$ cat config.mk
export PLATFORM = sky130hd
export DESIGN_NAME = shift_arbiter_flat
export DESIGN_NICKNAME = d
export VERILOG_FILES = /design/src/rtl/shift_pkg.sv /design/src/rtl/shift_arbiter_if.sv /design/src/rtl/shift_arbiter_shifter.sv /design/src/rtl/shift_arbiter.sv /design/src/flat_wrapper.sv
export SDC_FILE = /design/constraint.sdc
export NUM_CORES = 1
export LEC_CHECK = 0
export CAP_MARGIN = 5
export CORE_MARGIN = 2
export CORE_UTILIZATION = 57
export CTS_BUF_LIST = sky130_fd_sc_hd__clkbuf_8
export CTS_CLUSTER_SIZE = 40
export DETAILED_ROUTE_END_ITERATION = 10
export PLACE_DENSITY = 0.85
export SLEW_MARGIN = 25
export SYNTH_ARGS = -nofsm -noshare
export SYNTH_HDL_FRONTEND = slang
export SYNTH_SLANG_ARGS = --single-unit
export TNS_END_PERCENT = 1
$ cat constraint.sdc
create_clock -name clk -period 3.29 [get_ports clk]
set_input_delay 0.658 -clock clk [delete_from_list [all_inputs] [get_ports clk]]
set_output_delay 0.658 -clock clk [all_outputs]
set_load 0.03 [all_outputs]
$ cat src/rtl/shift_pkg.sv
// Shared types and widths for the shared barrel-shifter arbiter.
package shift_pkg;

  localparam int DATA_W = 32;
  localparam int SH_W   = 5;

  typedef struct packed {
    logic [DATA_W-1:0] data;
    logic [SH_W-1:0]   amt;
    logic              right;
    logic              arith;
  } shift_req_t;

  typedef struct packed {
    logic              id;
    logic [DATA_W-1:0] result;
  } shift_rsp_t;

endpackage

$ cat src/rtl/shift_arbiter_if.sv
// Two request channels and one tagged response channel.
interface shift_arbiter_if;
  import shift_pkg::*;

  logic              req0_valid;
  logic              req0_ready;
  logic [DATA_W-1:0] req0_data;
  logic [SH_W-1:0]   req0_amt;
  logic              req0_right;
  logic              req0_arith;

  logic              req1_valid;
  logic              req1_ready;
  logic [DATA_W-1:0] req1_data;
  logic [SH_W-1:0]   req1_amt;
  logic              req1_right;
  logic              req1_arith;

  logic              rsp_valid;
  logic              rsp_ready;
  logic              rsp_id;
  logic [DATA_W-1:0] rsp_result;

  modport master (
    output req0_valid, req0_data, req0_amt,
    output req0_right, req0_arith,
    input  req0_ready,
    output req1_valid, req1_data, req1_amt,
    output req1_right, req1_arith,
    input  req1_ready,
    input  rsp_valid, rsp_id, rsp_result,
    output rsp_ready
  );

  modport slave (
    input  req0_valid, req0_data, req0_amt,
    input  req0_right, req0_arith,
    output req0_ready,
    input  req1_valid, req1_data, req1_amt,
    input  req1_right, req1_arith,
    output req1_ready,
    output rsp_valid, rsp_id, rsp_result,
    input  rsp_ready
  );

endinterface

$ cat src/rtl/shift_arbiter_shifter.sv
// Combinational 32-bit barrel shifter: left, logical right, arith right.
module shift_arbiter_shifter
  import shift_pkg::*;
(
  input  shift_req_t        req,
  output logic [DATA_W-1:0] result
);

  always_comb begin
    result = req.data;
    unique case (1'b1)
      !req.right:
        result = req.data << req.amt;
      req.right && !req.arith:
        result = req.data >> req.amt;
      default:
        result = unsigned'($signed(req.data) >>> req.amt);
    endcase
  end

endmodule

$ cat src/rtl/shift_arbiter.sv
// Round-robin share of one barrel shifter between two requesters,
// with a one-entry tagged result register.
module shift_arbiter
  import shift_pkg::*;
(
  input  logic           clk,
  input  logic           rst_n,
  shift_arbiter_if.slave bus
);

  logic              last;
  logic              valid_q;
  shift_rsp_t        rsp_q;
  logic              slot_free;
  logic              grant0;
  logic              grant1;
  logic              rdy0;
  logic              rdy1;
  logic              accept;
  shift_req_t        sel_req;
  logic [DATA_W-1:0] sh_result;

  // rst_n gates ready so nothing is offered while held in reset
  assign slot_free = rst_n & (~valid_q | bus.rsp_ready);

  assign grant0 = bus.req0_valid
                & (~bus.req1_valid | last);
  assign grant1 = bus.req1_valid & ~grant0;

  assign rdy0   = grant0 & slot_free;
  assign rdy1   = grant1 & slot_free;
  assign accept = rdy0 | rdy1;

  assign bus.req0_ready = rdy0;
  assign bus.req1_ready = rdy1;

  always_comb begin
    sel_req.data  = bus.req0_data;
    sel_req.amt   = bus.req0_amt;
    sel_req.right = bus.req0_right;
    sel_req.arith = bus.req0_arith;
    if (grant1) begin
      sel_req.data  = bus.req1_data;
      sel_req.amt   = bus.req1_amt;
      sel_req.right = bus.req1_right;
      sel_req.arith = bus.req1_arith;
    end
  end

  shift_arbiter_shifter u_shifter (
    .req    (sel_req),
    .result (sh_result)
  );

  always_ff @(posedge clk or negedge rst_n) begin
    if (!rst_n) begin
      valid_q <= 1'b0;
      rsp_q   <= '0;
      last    <= 1'b1;
    end else if (accept) begin
      valid_q      <= 1'b1;
      rsp_q.id     <= grant1;
      rsp_q.result <= sh_result;
      last         <= grant1;
    end else if (bus.rsp_ready) begin
      valid_q <= 1'b0;
    end
  end

  assign bus.rsp_valid  = valid_q;
  assign bus.rsp_id     = rsp_q.id;
  assign bus.rsp_result = rsp_q.result;

endmodule

$ cat src/flat_wrapper.sv
// flat-port wrapper written by rule: the top's interface ports become plain ports
module shift_arbiter_flat import shift_pkg::*;
  (clk, rst_n, bus_req0_valid, bus_req0_data, bus_req0_amt, bus_req0_right, bus_req0_arith, bus_req0_ready, bus_req1_valid, bus_req1_data, bus_req1_amt, bus_req1_right, bus_req1_arith, bus_req1_ready, bus_rsp_valid, bus_rsp_id, bus_rsp_result, bus_rsp_ready);
  shift_arbiter_if bus_i ();
  input  logic clk;
  input  logic rst_n;
  input wire logic [$bits(bus_i.req0_valid)-1:0] bus_req0_valid;
  input wire logic [$bits(bus_i.req0_data)-1:0] bus_req0_data;
  input wire logic [$bits(bus_i.req0_amt)-1:0] bus_req0_amt;
  input wire logic [$bits(bus_i.req0_right)-1:0] bus_req0_right;
  input wire logic [$bits(bus_i.req0_arith)-1:0] bus_req0_arith;
  output wire logic [$bits(bus_i.req0_ready)-1:0] bus_req0_ready;
  input wire logic [$bits(bus_i.req1_valid)-1:0] bus_req1_valid;
  input wire logic [$bits(bus_i.req1_data)-1:0] bus_req1_data;
  input wire logic [$bits(bus_i.req1_amt)-1:0] bus_req1_amt;
  input wire logic [$bits(bus_i.req1_right)-1:0] bus_req1_right;
  input wire logic [$bits(bus_i.req1_arith)-1:0] bus_req1_arith;
  output wire logic [$bits(bus_i.req1_ready)-1:0] bus_req1_ready;
  output wire logic [$bits(bus_i.rsp_valid)-1:0] bus_rsp_valid;
  output wire logic [$bits(bus_i.rsp_id)-1:0] bus_rsp_id;
  output wire logic [$bits(bus_i.rsp_result)-1:0] bus_rsp_result;
  input wire logic [$bits(bus_i.rsp_ready)-1:0] bus_rsp_ready;
  assign bus_i.req0_valid = bus_req0_valid;
  assign bus_i.req0_data = bus_req0_data;
  assign bus_i.req0_amt = bus_req0_amt;
  assign bus_i.req0_right = bus_req0_right;
  assign bus_i.req0_arith = bus_req0_arith;
  assign bus_req0_ready = bus_i.req0_ready;
  assign bus_i.req1_valid = bus_req1_valid;
  assign bus_i.req1_data = bus_req1_data;
  assign bus_i.req1_amt = bus_req1_amt;
  assign bus_i.req1_right = bus_req1_right;
  assign bus_i.req1_arith = bus_req1_arith;
  assign bus_req1_ready = bus_i.req1_ready;
  assign bus_rsp_valid = bus_i.rsp_valid;
  assign bus_rsp_id = bus_i.rsp_id;
  assign bus_rsp_result = bus_i.rsp_result;
  assign bus_i.rsp_ready = bus_rsp_ready;
  shift_arbiter u_core (.clk(clk), .rst_n(rst_n), .bus(bus_i));
endmodule
# Word-level counts from Yosys, hierarchy flattened
# Cells that the tools add are included.
# op_classes
reduce_logical	4
n_bitwise	11
shift	3
mux	4
# op_table
operator	count
32-bit case mux with 2 select lines	1
39-bit 2-to-1 mux	1
32-bit by 5-bit << shifter with 32-bit output	1
32-bit by 5-bit >> shifter with 32-bit output	1
32-bit by 5-bit >>> shifter with 32-bit output	1
1-bit bitwise AND	5
1-bit inverter	3
1-bit OR	3
1-bit zero test	2
1-bit 2-to-1 mux	2
2-bit nonzero test	1
1-bit logical AND	1
# totals
elab_cells	26
regBits	35
inputBits	83
output_inout_bits	36

# Depth between registers and ports, before layout
# logic_depth
ltp_word	9
depth_mapped	12
depth_no_buf	7

# Hierarchy
# Synthesis repeated with hierarchy kept, for this count alone.
# unflattened
hier_cells	623
area_unflattened_um2	5843.1
# by_module_without_submodules
module	seq_area_each_um2	cells_per_inst	area_per_inst_um2	n_inst
shift_arbiter_shifter	0.0	499	3978.8	1
shift_arbiter	877.1	124	1864.3	1

# Least setup slack after synthesis
# No wires, ideal clock.
# synth_path
path_kind	input -> output
start	in bus_req1_valid
end	out bus_req1_ready
arrival_time_ns	2.066
required_time_ns	2.632
path_slack_ns	0.566
n_path_buf	5
path_stages	7
path_cell_list	a21bo_1 buf_6 buf_4 buf_2 buf_2 buf_2 nor2_1
# synth_between
elab_chain_len	6
# synth_lines
element	line_no	rtl
start: declaration	flat_wrapper.sv:13	input wire logic [$bits(bus_i.req1_valid)-1:0] bus_req1_valid;
1-bit inverter	shift_arbiter.sv:27	& (~bus.req1_valid | last);
1-bit OR	shift_arbiter.sv:27	
1-bit bitwise AND	shift_arbiter.sv:27	
1-bit inverter	shift_arbiter.sv:28	assign grant1 = bus.req1_valid & ~grant0;
1-bit bitwise AND *	shift_arbiter.sv:28	
1-bit bitwise AND *	shift_arbiter.sv:31	assign rdy1 = grant1 & slot_free;
end: declaration	flat_wrapper.sv:18	output wire logic [$bits(bus_i.req1_ready)-1:0] bus_req1_ready;
# Mark *: on every way between the ends. The rest lies on a longest branch, timed or not.

# Worst setup path in the final report
# layout_path
start	in bus_req0_amt[0]
end	reg u_core.rsp_q (netlist bit u_core.bus.rsp_result[4])
# layout_between
elab_chain_len	3
word_cells_on_any_way	5
# layout_lines
element	line_no	rtl
start: declaration	flat_wrapper.sv:9	input wire logic [$bits(bus_i.req0_amt)-1:0] bus_req0_amt;
39-bit 2-to-1 mux *	shift_arbiter.sv:42	if (grant1) begin
32-bit by 5-bit >>> shifter with 32-bit output (tied with other cells)	shift_arbiter_shifter.sv:17	result = unsigned'($signed(req.data) >>> req.amt);
32-bit case mux with 2 select lines *	shift_arbiter_shifter.sv:11	unique case (1'b1)
end: declaration	shift_arbiter.sv:13	shift_rsp_t rsp_q;
# Marked as above.
# A chain may end at the register's enable or synchronous reset.

==> impl_metrics.env <==
export IMPL_path_common_cell="buf_4"
export IMPL_grt_overflow_total=0
export IMPL_critical_path_startpoint="bus_req0_amt[0]"
export IMPL_syn_nets=950
export IMPL_ios=119
export IMPL_timing_rr_start="u_core.last"
export IMPL_viasPerCell=7.131
export IMPL_max_clock_freq_mhz=308.2
export IMPL_post_dp_cell_area_mm2=0.009691
export IMPL_worst_path_max_fanout=13
export IMPL_die_w_um=115.2
export IMPL_avgSynthCellArea_um2=8.131
export IMPL_required_ns=3.53
export IMPL_instances_no_fill=1285
export IMPL_p_leak_nw=4.391
export IMPL_dp_cells=1277
export IMPL_setup_tns_final_ns=0
export IMPL_setup_viol=0
export IMPL_period_share_pct=98.63
export IMPL_critPathCaptureType="register"
export IMPL_cp_depth=10
export IMPL_yosysSeqAreaShare_pct=12.44
export IMPL_vias=9163
export IMPL_min_period_ns=3.245
export IMPL_final_layout_size_suffix_gt1_share_pct=25.34
export IMPL_yosys_cell_types_count=76
export IMPL_yosysTopAreaCell="mux2i_1"
export IMPL_cts_setup_buffers=0
export IMPL_hold_class="input pin to async pin"
export IMPL_worstMarginPinSlew_ns=0.8438
export IMPL_root_buffer="clkbuf_8"
export IMPL_synth_ff_type="dfrtp_1"
export IMPL_place_port_buffers=118
export IMPL_yosysWarnings=0
export IMPL_finish_utilization_pct=81.27
export IMPL_drc=0
export IMPL_grt_pass1_wl_um=49780
export IMPL_reg2regPathDepth=11
export IMPL_critical_path_class="input pin to register"
export IMPL_core_mm2=0.01206
export IMPL_ctsLongestPathBuffers=2
export IMPL_first_pass_iters=6
export IMPL_clock_latency_ns=0.31
export IMPL_start_util_pct=58.44
export IMPL_grt_max_degree=39
export IMPL_cpPeakStageDelay_ns=0.63
export IMPL_relSlewSlack_pct=43.27
export IMPL_async_flop_share_pct=100.0
export IMPL_crit_buf_inv=3
export IMPL_rsz0062_at_grt="no"
export IMPL_synth_area_leaders="mux2i_1 31%, dfrtp_1 12%, nand2_1 4.3%"
export IMPL_dp_final_hpwl_um=25480
export IMPL_cts_tree="done"
export IMPL_r2r_slack_ns=0.36
export IMPL_vdd_drop_max_uv=335.8
export IMPL_rows=40
export IMPL_area_delta_synth_final_pct=39.05
export IMPL_fin_area_mm2=0.009802
export IMPL_grt_pass1_vias=9078
export IMPL_arrival_ns=3.48
export IMPL_nets=1199
export IMPL_die_area_mm2=0.01327
export IMPL_clock_skew_ns=0.01116
export IMPL_worst_slack_ns=0.04522
export IMPL_r2r_end="u_core.bus.rsp_result[26]"
export IMPL_synth_edff_count=0
export IMPL_synthTopCellsByCount="221 x mux2i_1, 81 x nand2_1, 64 x nor2_1"
export IMPL_syn_inst=867
export IMPL_cp_top_family="compound AO/OA/AOI/OAI gates"
export IMPL_drv_cap=0
export IMPL_ant_nets=0
export IMPL_grt_usage_pct=48.58
export IMPL_diodes=0
export IMPL_crit_path_top_delay_cell="clkdlybuf4s50_1"
export IMPL_whs_ns=0.1678
export IMPL_gp_congestion=1.111
export IMPL_endpoint="u_core.bus.rsp_result[4]"
export IMPL_syn_cell_area_mm2=0.007049
export IMPL_yosysMostFrequentCell="mux2i_1"
export IMPL_post_drt_wl_per_cell_um=25.06
export IMPL_path_clk_slew_ns=0.08
export IMPL_antenna_found_initial=0
export IMPL_clock_sinks=35
export IMPL_routed_wl_um=32210
export IMPL_startpoint_type="input pin"
export IMPL_cts_made_buffers=5
export IMPL_synth_seq_cells=35
export IMPL_first_iter_violations=1428
export IMPL_htree_levels=2
export IMPL_cellPowerDensity_mw_per_mm2=398.8
export IMPL_hold_viol_final=0
export IMPL_pre_cts_ws_ns=-0.1750
export IMPL_synth_top_area_share_pct=31.38
export IMPL_crit_chain="clkdlybuf4s50_1 -> buf_4 -> nor2_1 -> a2111oi_1 -> o22ai_1 -> a22oi_1 -> o311ai_0 -> buf_4 -> and3_1 -> o21ai_1"
export IMPL_drv_slew=0
export IMPL_status="completed"
export IMPL_finalPower_mw=3.909
export IMPL_die_h_um=115.2
placed cells by master, fill, tap and decap left out, types with 7 or more instances in the layout:
cell	Yosys	final
clkdlybuf4s50_1	0	114
o21ai_0	36	35
mux2_4	7	7
dfrtp_1	34	34
buf_12	0	12
mux2_2	25	25
o22ai_1	18	18
nor2_1	64	63
o21ai_1	12	13
mux2i_1	221	218
buf_4	14	191
mux4_2	8	8
nor3_1	28	28
clkbuf_8	0	7
a211oi_1	28	28
a21oi_1	46	46
o211ai_1	12	12
nand3_1	12	12
nand2_1	81	81
a31oi_1	15	15
area by class of cell:
type	instances	area, um^2
Multi-Input combinational cell	747	5746
Timing Repair Buffer	321	2843
Fill cell	797	2260
Sequential cell	35	877.1
Tap cell	168	210.2
Clock buffer	7	96.34
Inverter	6	22.52
Clock inverter	1	7.507
where the power goes:
group | switching (mW) | leakage [nW] | internal (mW)
Combinational | 1.63 | 3.93 | 1.28
Clock | 0.184 | 0.0505 | 0.191
Sequential | 0.0815 | 0.413 | 0.546
Total | 1.89 | 4.39 | 2.01
what timing repair did:
action,4_1_cts,5_1_grt
gates resized for setup,0,4
hold buffers,0,0
hold endpoints to repair,0,0
setup endpoints to repair,0,4
cell families (layout without fill, tap and decap cells):
family	Yosys count	count (layout)	synth area share, %
AO/OA/AOI/OAI	252	252	24.73
buffers and inverters	85	335	6.780
flip-flops	35	35	12.44
multiplexers	271	271	41.48
AND/OR/NAND/NOR	224	224	14.57
how the worst min path moves through the flow:
stage                                endpoint
detailed placement  u_core.bus.rsp_result[11]
global route        u_core.bus.rsp_result[29]
floorplan                   u_core.bus.rsp_id
global placement    u_core.bus.rsp_result[11]
finish              u_core.bus.rsp_result[29]
CTS                 u_core.bus.rsp_result[29]
per-layer routing:
layer | wire (um) | vias up | track usage [%]
met4 | 2613 | 0 | 31.49
li1 | - | 3855 | -
met1 | 11650 | 4200 | 59.46
met3 | 4056 | 235 | 12.81
met5 | 0 | - | 0
met2 | 13890 | 873 | 75.53
flip-flops by register name, summed over array words and instances, names as in the netlist:
signal	cells
u_core.bus.rsp_id	1
u_core.last	1
u_core.bus.rsp_result	32
u_core.bus.rsp_valid	1
No activity file was read; power rests on OpenSTA's default activity.
